File: src/rtl/fetch_stage.sv
// Instruction fetch stage: synchronous instruction memory, one-deep read pipeline and
// a 2-entry skid FIFO toward decode, with PC advance gated on buffer space.
module fetch_stage #(
    parameter int unsigned ADDR_W  = 6,
    parameter int unsigned INSTR_W = 16
) (
    input  logic               clk,
    input  logic               reset,
    input  logic [ADDR_W-1:0]  pc,
    output logic               pc_advance,
    input  logic               flush,
    input  logic               imem_we,
    input  logic [ADDR_W-1:0]  imem_waddr,
    input  logic [INSTR_W-1:0] imem_wdata,
    output logic [INSTR_W-1:0] instr,
    output logic [ADDR_W-1:0]  instr_addr,
    output logic               instr_valid,
    input  logic               instr_ready
);

    logic [INSTR_W-1:0] mem [2**ADDR_W];
    logic [INSTR_W-1:0] rdata;

    logic               inflight;
    logic [ADDR_W-1:0]  inflight_addr;

    logic [INSTR_W-1:0] buf_instr [2];
    logic [ADDR_W-1:0]  buf_addr  [2];
    logic [1:0]         count;

    logic [1:0]         occ;
    logic               pop;
    logic               push;
    logic               issue;

    always_comb begin
        instr_valid = (count != 2'd0);
        instr       = buf_instr[0];
        instr_addr  = buf_addr[0];
        occ         = count + {1'b0, inflight};
        pop         = instr_valid & instr_ready;
        push        = inflight & ~flush;
        // Only issue when the read will find a FIFO slot on arrival.
        issue       = reset & ~flush & ((occ < 2'd2) | ((occ == 2'd2) & pop));
        pc_advance  = issue;
    end

    // Memory is not reset; read-before-write gives old data on a same-address collision.
    always_ff @(posedge clk) begin
        if (imem_we)
            mem[imem_waddr] <= imem_wdata;
        if (issue)
            rdata <= mem[pc];
    end

    always_ff @(posedge clk or negedge reset) begin
        if (!reset) begin
            count         <= '0;
            inflight      <= 1'b0;
            inflight_addr <= '0;
            buf_instr[0]  <= '0;
            buf_instr[1]  <= '0;
            buf_addr[0]   <= '0;
            buf_addr[1]   <= '0;
        end else begin
            inflight <= issue;
            if (issue)
                inflight_addr <= pc;

            if (flush) begin
                count <= '0;
            end else begin
                case ({push, pop})
                    2'b10: begin
                        buf_instr[count[0]] <= rdata;
                        buf_addr[count[0]]  <= inflight_addr;
                        count               <= count + 2'd1;
                    end
                    2'b01: begin
                        buf_instr[0] <= buf_instr[1];
                        buf_addr[0]  <= buf_addr[1];
                        count        <= count - 2'd1;
                    end
                    2'b11: begin
                        // Head leaves and the arriving word lands right behind the survivor.
                        if (count == 2'd1) begin
                            buf_instr[0] <= rdata;
                            buf_addr[0]  <= inflight_addr;
                        end else begin
                            buf_instr[0] <= buf_instr[1];
                            buf_addr[0]  <= buf_addr[1];
                            buf_instr[1] <= rdata;
                            buf_addr[1]  <= inflight_addr;
                        end
                    end
                    default: ;
                endcase
            end
        end
    end

endmodule

File: config.mk
export PLATFORM = sky130hd
export DESIGN_NAME = fetch_stage
export DESIGN_NICKNAME = d
export VERILOG_FILES = /design/src/rtl/fetch_stage.sv
export SDC_FILE = /design/constraint.sdc
export NUM_CORES = 1
export LEC_CHECK = 0
export BUFFER_PORTS_ARGS = -buffer_cell sky130_fd_sc_hd__buf_4
export CAP_MARGIN = 30
export CORE_ASPECT_RATIO = 1.4
export CORE_MARGIN = 4
export CORE_UTILIZATION = 62
export CTS_CLUSTER_DIAMETER = 60
export DETAILED_ROUTE_END_ITERATION = 6
export PLACE_DENSITY = 0.79
export SYNTH_ARGS = -nofsm -noshare
export SYNTH_HDL_FRONTEND = slang
export SYNTH_SLANG_ARGS = --single-unit
File: constraint.sdc
create_clock -name clk -period 2.4 [get_ports clk]
set_input_delay 0.12 -clock clk [delete_from_list [all_inputs] [get_ports clk]]
set_output_delay 0.12 -clock clk [all_outputs]
set_load 0.02 [all_outputs]
==> parameters.txt <==
Parameter                              Value

STA
  Slew at the pin closest to its max-slew limit    933 ps
  Share of the clock period used by the worst path after layout    98.5%
  Worst relative slew slack    between 30% and 40%
  Final setup vio count    0
  Final hold violation count    0
  Final critical path time including I/O delays and setup    around 2400 ps
  Final Skew    around 17 ps
  Setup repair after global routing missed its margin    no
  Worst slack on hold paths    between 20 and 25 ps
  Final Max Tran Viols    0
  Maximum clock frequency    between 400 and 500 MHz

Run status
  Result of the run    completed

CTS
  Maximum level of the CTS H-tree    3
  Worst skew pair latency    around 670 ps
  CTS tree    yes
  Buffer levels on the longest clock path    3
  Clock-pin slew on the worst setup and hold paths    70 ps
  Sink count of the clock tree    between 1000 and 1500
  Number of buffers created by CTS    just over 90
  Root buffer selected by CTS    clkbuf_16

Place
  Detailed placement HPWL    around 63000 um
  Port Buffers    56
  Final weighted congestion in routability-driven placement    roughly 0.87
  Instance area after placement    roughly 45000 um2

Job
  Number of maximum-capacitance constraint violations    0

Power
  Switching pwr    roughly 0.0093 W
  Sequential cell fraction of total power    ~54%
  Clk network pwr share    a little under two fifths
  Logic gate share of total power    9.3%
  Power per cell area    approximately 850 nW/um2
  Worst voltage drop across the vdd grid    0.606 mV
  Sw Share    22.9%
  Internal power contribution    0.0312 W
  Pleak    between 15 and 20 nW

Synthesis
  Number of standard cells after synthesis    between 2000 and 2500
  Area fraction of the dominant cell type after synthesis    ~74%
  Main flop type after synthesis    edfxtp_1
  Flip-flop and latch count after synthesis    ~1100
  Post-synth EDFFs    between 1000 and 1500
  Synthesized area divided by synthesized cell count    21.0 um2
  Unique masters post-synth    41
  Most area-hungry cell type in the Yosys netlist    edfxtp_1
  Sequential cell area fraction in the yosys report    77.0%
  Nets in the synthesized netlist    slightly above 2000
  Synth warn    0
  Async set or reset register ratio after synthesis    a little under 5%
  Cell Area, Synth    42300 um2
  Top cells by area, synth    edfxtp_1, mux4_2, dfrtp_1, nor2_1, mux2i_1

Setup path
  Highest fanout seen on the critical path    1
  CP delay by family, top    compound AO/OA/AOI/OAI gates
  Worst Setup Path Type    reg2reg
  Delay of the slowest cell on the worst path    just over 600 ps
  Kind of capture point of the worst setup path    flop
  Worst path cell trace    mux4_2 > nand3_1 > nand3_1 > o22ai_1 > o21ai_0
  Cell occurring most often along the worst timing path    nand3_1
  Critical path buffer and inverter count    0
  Slowest-stage cell, CP    o22ai_1
  Worst EP required    2770 ps
  Critical path launch point type    flop
  Signal arrival time at the worst endpoint    2730 ps

Route
  Iteration-0 DRC count of the detailed router    3004
  First-pass iteration count of the detailed router    6
  Detailed Route WL    roughly 110000 um
  Post-route antenna net violation count    0
  Vias after detailed routing    22000
  Average vias per placed instance    6.94
  Post-detailed-route DRC marker count    0
  Routed wire per std cell    between 30 and 40 um

Final layout
  Final standard cell area without fillers    roughly 48000 um2
  Ratio of cells with drive above 1 in the final layout    between 20 and 30%
  FILL cells    around 3700
  Synthesis-to-layout area growth    13.3%
  Number of nets in the final layout    between 2000 and 2500
  Most frequent cells in the layout    edfxtp_1, mux4_2, buf_4
  Most common library cell in the layout ignoring fill and taps    edfxtp_1

GRT
  Initial antenna violation count    2
  Sum of overflow across all layers after global routing    0
  Vias in the first global route    22600
  Tot GR Track Use    30.0%
  Largest net degree at the start of global routing    65
  Wire length of the first global-routing pass    about 160000 um

Floorplanning
  Initial core utilization    62.4%
  Floorplan die height    317 um
  Total die area    roughly 73000 um2
  Count of pins on the block boundary    between 50 and 60
  Die Span X    between 200 and 250 um
  Area of the core    a little under 70000 um2
  Site row count    roughly 110

Worst hold path
  Worst Hold Class    in2reg
worst paths after layout:
path	start	to	slack [ps]	cells past startpoint
worst max-delay path	mem[55][12]$_DFFE_PP_	rdata[12]$_DFFE_PP_	40	5
worst max register to register	mem[55][12]$_DFFE_PP_	rdata[12]$_DFFE_PP_	40	5
max in group asynchronous	reset	count[0]$_DFFE_PN0P_	1750	3
min in group asynchronous	reset	buf_addr[4]$_DFFE_PN0P_	170	3
worst min register to register	buf_addr[3]$_DFFE_PN0P_	buf_addr[3]$_DFFE_PN0P_	480	2
worst min-delay path	imem_wdata[4]	mem[30][4]$_DFFE_PP_	20	1
layout make-up:
class	instances	area (um2)	share of cell area [%]
tap	862	1080	2.25
inverter	5	18.8	0.0392
clock buffer	115	2490	5.21
sequential	1093	32600	68.0
timing repair buffer	252	2210	4.62
antenna	2	5.00	0.0105
clock inverter	58	513	1.07
multi-input combinational	778	9010	18.8
synthesized netlist by cell type, types with 12 or more instances:
| master | instances |
|---|---|
| o31ai_1 | 12 |
| nor2_1 | 115 |
| o21ai_0 | 54 |
| mux2_2 | 26 |
| mux2i_1 | 43 |
| nand3_1 | 20 |
| buf_4 | 40 |
| buf_2 | 34 |
| mux4_2 | 263 |
| a211oi_1 | 13 |
| nand2_1 | 64 |
| o22ai_1 | 21 |
| edfxtp_1 | 1040 |
| a22oi_1 | 26 |
| a21oi_1 | 55 |
| clkbuf_1 | 50 |
| dfrtp_1 | 53 |
what timing repair did:
item                       in CTS  in global routing
hold endpoints to repair       79                  0
hold buffers                    3                  0
gates resized for setup         5                  2
setup endpoints to repair       1                  1
buffers inserted                2                  0
registers in the layout, summed over array words and instances (netlist names):
register,flops
buf_instr,16
inflight,1
inflight_addr,6
count,2
instr,16
rdata,16
buf_addr,6
instr_addr,6
mem,1024
metal layers:
metal  vias to the layer above  part of all wire, %  GRT usage, %
met1                     11300                   33          38.5
met3                       319                   10          5.44
li1                       8715                    -             -
met5                         -                0.012             0
met2                      1612                   50          49.9
met4                         2                  6.1          16.1
logic make-up after synthesis:
| logic type | share of synthesized area, % |
|---|---|
| DFF | 77.0 |
| muxes | 15.7 |
| and+or+nand+nor | 2.41 |
| AOI/OAI and AO/OA | 2.94 |
| buffers and inverters | 1.76 |
| adders and majority gates | 0.118 |
| xor gates and xnor gates | 0.0621 |
stage by stage:
step	std cells	setup WS, ps	setup TNS [ps]	total power, W	utilization, %
after floorplan	2010	67.2	0	0.0244	-
after global placement	2985	-258	-1300	0.0257	66.2
after detailed placement	2985	-273	-1380	0.0258	66.2
after CTS	3163	53.7	0	0.0406	70.7
after global routing	3163	14.2	0	0.0418	70.7
final	3165	35.9	0	0.0405	70.7
power by group through the flow:
stage	Sequential, W	Clock (W)	Combinational, W
3_5_place_dp	0.0222	0	0.00367
2_1_floorplan	0.0220	0	0.00233
5_1_grt	0.0218	0.0159	0.00403
6_report	0.0218	0.0150	0.00377
4_1_cts	0.0218	0.0151	0.00377
3_3_place_gp	0.0221	0	0.00357
No activity file was read; power rests on OpenSTA's default activity.
